### src/rtl/adder_bist_driver.sv
// Built-in self-test driver for the n-bit adder family.
// Two 32-bit Galois LFSRs generate the operand vectors. A golden sum travels
// alongside the adder latency, and mismatches are counted with the index of
// the first failing vector captured.
module adder_bist_driver #(
  parameter int          N           = 16,
  parameter int          NUM_VECTORS = 30000,
  parameter int          DUV_LAT     = 0,
  parameter logic [31:0] SEED_A      = 32'hACE12011,
  parameter logic [31:0] SEED_B      = 32'h5EED0BB1
) (
  input  logic         clk,
  input  logic         rst_n,
  input  logic         start,
  output logic         busy,
  output logic         done,
  output logic         pass,
  output logic [N-1:0] a,
  output logic [N-1:0] b,
  output logic         cin,
  input  logic [N-1:0] s_duv,
  input  logic         cout_duv,
  output logic [19:0]  vec_count,
  output logic [15:0]  err_count,
  output logic [19:0]  first_err_idx,
  output logic         first_err_valid
);

  typedef enum logic [1:0] {IDLE, RUN, DRAIN, DONE} state_t;

  localparam logic [19:0] NUM20 = 20'(NUM_VECTORS);
  localparam int          PD    = (DUV_LAT == 0) ? 1 : DUV_LAT;

  state_t      state;
  logic [31:0] lfsr_a, lfsr_b;
  logic [31:0] next_a, next_b;
  logic [2:0]  drain_cnt;

  logic        ins_valid;
  logic [N:0]  exp_sum;
  logic        chk_valid;
  logic [N:0]  chk_sum;
  logic [19:0] chk_idx;
  logic        mismatch;

  // Right-shifting Galois form of x^32+x^22+x^2+x+1.
  function automatic logic [31:0] lfsr_step(input logic [31:0] v);
    return (v >> 1) ^ (v[0] ? 32'h80200003 : 32'h0);
  endfunction

  assign next_a = lfsr_step(lfsr_a);
  assign next_b = lfsr_step(lfsr_b);

  // The vector on a/b/cin is checked only while RUN still has vectors to issue.
  // Once vec_count reaches the limit, the held last vector is not checked again.
  assign ins_valid = (state == RUN) && (vec_count != NUM20);

  // Golden result of the vector currently being driven, widened to N+1 bits.
  always_comb begin
    exp_sum = {1'b0, a} + {1'b0, b} + {{N{1'b0}}, cin};
  end

  generate
    if (DUV_LAT == 0) begin : g_comb
      assign chk_valid = ins_valid;
      assign chk_sum   = exp_sum;
      assign chk_idx   = vec_count;
    end else begin : g_pipe
      logic        pipe_valid [PD];
      logic [N:0]  pipe_sum   [PD];
      logic [19:0] pipe_idx   [PD];

      // Delay the expected sum, valid and index to line up with the adder output.
      always_ff @(posedge clk) begin
        if (!rst_n) begin
          for (int unsigned i = 0; i < PD; i++) begin
            pipe_valid[i] <= 1'b0;
            pipe_sum[i]   <= '0;
            pipe_idx[i]   <= '0;
          end
        end else begin
          pipe_valid[0] <= ins_valid;
          pipe_sum[0]   <= exp_sum;
          pipe_idx[0]   <= vec_count;
          for (int unsigned i = 1; i < PD; i++) begin
            pipe_valid[i] <= pipe_valid[i-1];
            pipe_sum[i]   <= pipe_sum[i-1];
            pipe_idx[i]   <= pipe_idx[i-1];
          end
        end
      end

      assign chk_valid = pipe_valid[PD-1];
      assign chk_sum   = pipe_sum[PD-1];
      assign chk_idx   = pipe_idx[PD-1];
    end
  endgenerate

  assign mismatch = chk_valid && ({cout_duv, s_duv} != chk_sum);

  // Control FSM, vector generation and error bookkeeping.
  // A start accepted in the same edge as a mismatch clears the counters,
  // because the later assignment wins.
  always_ff @(posedge clk) begin
    if (!rst_n) begin
      state           <= IDLE;
      lfsr_a          <= SEED_A;
      lfsr_b          <= SEED_B;
      a               <= '0;
      b               <= '0;
      cin             <= 1'b0;
      busy            <= 1'b0;
      done            <= 1'b0;
      pass            <= 1'b0;
      vec_count       <= '0;
      err_count       <= '0;
      first_err_idx   <= '0;
      first_err_valid <= 1'b0;
      drain_cnt       <= '0;
    end else begin
      if (mismatch) begin
        if (err_count != 16'hFFFF) err_count <= err_count + 16'd1;
        if (!first_err_valid) begin
          first_err_idx   <= chk_idx;
          first_err_valid <= 1'b1;
        end
      end

      case (state)
        IDLE, DONE: begin
          if (start) begin
            lfsr_a          <= SEED_A;
            lfsr_b          <= SEED_B;
            a               <= SEED_A[N-1:0];
            b               <= SEED_B[N-1:0];
            cin             <= SEED_A[31];
            vec_count       <= '0;
            err_count       <= '0;
            first_err_idx   <= '0;
            first_err_valid <= 1'b0;
            done            <= 1'b0;
            pass            <= 1'b0;
            busy            <= 1'b1;
            state           <= RUN;
          end
        end

        RUN: begin
          if (vec_count == NUM20) begin
            if (DUV_LAT == 0) begin
              state <= DONE;
              busy  <= 1'b0;
              done  <= 1'b1;
              pass  <= (err_count == 16'd0);
            end else begin
              drain_cnt <= 3'(DUV_LAT - 1);
              state     <= DRAIN;
            end
          end else begin
            vec_count <= vec_count + 20'd1;
            // After the final vector is counted, a/b/cin keep holding that vector.
            if ((vec_count + 20'd1) != NUM20) begin
              lfsr_a <= next_a;
              lfsr_b <= next_b;
              a      <= next_a[N-1:0];
              b      <= next_b[N-1:0];
              cin    <= next_a[31];
            end
          end
        end

        DRAIN: begin
          if (drain_cnt == 3'd0) begin
            state <= DONE;
            busy  <= 1'b0;
            done  <= 1'b1;
            pass  <= (err_count == 16'd0);
          end else begin
            drain_cnt <= drain_cnt - 3'd1;
          end
        end

        default: state <= IDLE;
      endcase
    end
  end

endmodule
### config.mk
export PLATFORM = sky130hd
export DESIGN_NAME = adder_bist_driver
export DESIGN_NICKNAME = d
export VERILOG_FILES = /design/src/rtl/adder_bist_driver.sv
export SDC_FILE = /design/constraint.sdc
export NUM_CORES = 1
export LEC_CHECK = 0
export BUFFER_PORTS_ARGS = -buffer_cell sky130_fd_sc_hd__buf_2
export CORE_AREA = 2 2 150 152
export CTS_BUF_LIST = sky130_fd_sc_hd__clkbuf_16
export CTS_CLUSTER_SIZE = 16
export DETAILED_ROUTE_END_ITERATION = 10
export DIE_AREA = 0 0 152 154
export SLEW_MARGIN = 20
export SYNTH_ARGS = -nofsm -noshare
export SYNTH_HDL_FRONTEND = slang
export SYNTH_SLANG_ARGS = --single-unit
### constraint.sdc
create_clock -name clk -period 3.9 [get_ports clk]
set_input_delay 0.39 -clock clk [delete_from_list [all_inputs] [get_ports clk]]
set_output_delay 0.39 -clock clk [all_outputs]
set_load 0.01 [all_outputs]
==> impl_metrics.tcl <==
set metrics [dict create \
    dr_wl_met2_um 9105 \
    synth_edf_count 0 \
    post_synth_num_cell_types 71 \
    syn_to_final_growth_pct 16.15 \
    tightest_slew_ns 0.8926 \
    synth_common_cells "dfxtp_1, nand2_1, a21oi_1, nor2_1, nand3_1" \
    nNetsFinal 1041 \
    tns_ns 0 \
    wl_met3_um 923 \
    synth_warnings 0 \
    hpwl_um 13550 \
    stdcell_count 1288 \
    fin_worst_skew_ns 0.01571 \
    yosysSeqAreaShare 0.3698 \
    fp.coreArea_mm2 0.02169 \
    die_height_um 154 \
    status "complete, no violations" \
    drive_gt1_frac 0.2272 \
    syn_area_per_cell_um2 8.109 \
    synthArstFlopShare 0 \
    synthCells 928 \
    yosysTopAreaCellShare 0.3698 \
    holdBufCountCts 0 \
    endpoint_kind "register" \
    drc 0 \
    clk_pin_slew_ns 0.07 \
    placedCellCount 1256 \
    pre_cts_slack_ns 0.2615 \
    crit_type "reg -> reg" \
    place_congestion 0.8894 \
    dieArea_mm2 0.02341 \
    maxSlewHeadroom 0.4041 \
    cts-root-buf "clkbuf_16" \
    final-hold-violation-count 0 \
    routed_wl_um 19830 \
    synth_area_mm2 0.007525 \
    power.leakage_nw 3.377 \
    setup_ws_ns 0.2346 \
    period_minus_slack_ns 3.665 \
    ctsResizeCount 0 \
    grt_pass1_vias 6195 \
    maxCapViolations 0 \
    cts_made_buffers 17 \
    multiInputGateArea_mm2 0.004174 \
    crit_fanout 25 \
    syn_nets 974 \
    num_vias 6836 \
    clk_path_buf_depth 2 \
    dr.pass1.iters 5 \
    start_util 0.3469 \
    post-cts-setup-buffer-count 0 \
    fillers 2210 \
    ir_drop_uv 277.6 \
    ant_nets 0 \
    grt_max_degree 75 \
    fin_crit_sh 0.9398 \
    met1_length_um 9479 \
    rsz0062_at_grt "no" \
    routed_via_density 5.307 \
    cts_tree "yes" \
    clock_latency_ns 0.43 \
    setup_viol 0 \
    powerDensity_mw_per_mm2 528.6 \
    drt_iter0_drc 457 \
    grt_first_pass_wirelength_um 32730 \
    io_pins 113 \
    final_area_mm2 0.008740 \
    finalMaxSlewViolations 0 \
    cts_sinks 139 \
    wl_per_cell_um 15.40 \
    antenna_found_initial 0 \
    htree_levels 4 \
    row_count 54 \
    antenna_cells 0 \
    synth_most_common_cell "dfxtp_1" \
    worstPathRequired_ns 4.17 \
    hold_class "in -> reg" \
    top_layer "met4" \
    port_buffers 112 \
    synth_top_area_cell "dfxtp_1" \
    fmax_ghz 0.2728 \
    cp-start-kind "register" \
    yosys-top-cells-area "dfxtp_1, nand2_1, a21oi_1, nand3_1, ha_1" \
    die_w_um 152 \
    grt_usage 0.1685 \
    ff_latch_area_mm2 0.002783 \
    ys_ff_latch 139 \
    grt_overflow 0 \
    synth_flop_cell "dfxtp_1" \
    crit_arrival_ns 3.94 \
    post_dp_cell_area_mm2 0.008180 \
]
[kinds of logic after synthesis]
kind of cell	after synthesis	share of synthesized area
flops	139	0.3698
simple gates	370	0.2453
buf+inv	109	0.07632
fa+ha+maj	26	0.04523
mux	5	0.006651
compound gates	248	0.2197
xor+xnor	31	0.03708
[cell type report]
type                       instances  share of cell area
multi-input combinational        680              0.4776
sequential                       139              0.3184
timing repair buffer             137             0.09134
clock buffer                      17             0.04868
tap                              280             0.04009
clock inverter                    15             0.01532
inverter                          20            0.008590
[metrics by stage]
step / util / power, mW / hold slack (ns)
detailed placement: 0.3772 / 3.119 / 0.4447
global route: 0.4030 / 4.904 / 0.3148
global placement: 0.3772 / 3.112 / 0.4393
finish: 0.4030 / 4.619 / 0.3118
floorplan: - / 2.755 / 0.4321
CTS: 0.4030 / 4.662 / 0.2985
[worst paths after layout]
path              start       endpoint  slack [ns]  cells past startpoint
min               rst_n   vec_count[7]        0.31                      3
max                a[0]  err_count[15]        0.23                     13
max reg2reg        a[0]  err_count[15]        0.23                     13
min reg2reg  lfsr_b[20]     lfsr_b[20]        0.45                      2
[cells in the final DEF (no fill, tap or decap), types with 18 or more instances in the layout]
cell type	instances
a21oi_1	79
o21ai_1	22
nand3b_1	18
ha_1	23
inv_1	19
nand2_1	106
dfxtp_1	139
o21ai_0	31
nand3_1	62
nor3_1	39
buf_4	21
xnor2_1	21
buf_2	112
a21oi_2	24
nor2_1	64
[worst max-delay path: stages, from the launching register on]
cell,delay [ns]
dfxtp_1,0.33
inv_1,0.06
fa_1,0.43
inv_1,0.08
fa_1,0.42
xor2_1,0.20
nor4_4,0.24
o311ai_1,0.12
or4_1,0.43
or4_4,0.57
o21a_1,0.27
buf_12,0.18
a21oi_1,0.13
a311oi_1,0.06
[power by group]
part | switching (mW) | internal, mW
Combinational | 0.897 | 0.502
Sequential | 0.128 | 1.56
Clock | 0.699 | 0.838
Total | 1.72 | 2.90
[state kept, by name, summed over array words and instances, names as in the netlist]
name	flops
lfsr_b	24
first_err_idx	20
lfsr_a	20
vec_count	20
err_count	16
a	15
b	15
drain_cnt	3
state	2
busy	1
cin	1
first_err_valid	1
pass	1
[metal layers]
layer | up-vias | track usage
met3 | 31 | 0.03551
met1 | 3198 | 0.2327
met4 | 0 | 0.05741
met5 | - | 0
met2 | 169 | 0.2615
li1 | 3438 | -
Power figures use the tool's default switching activity.
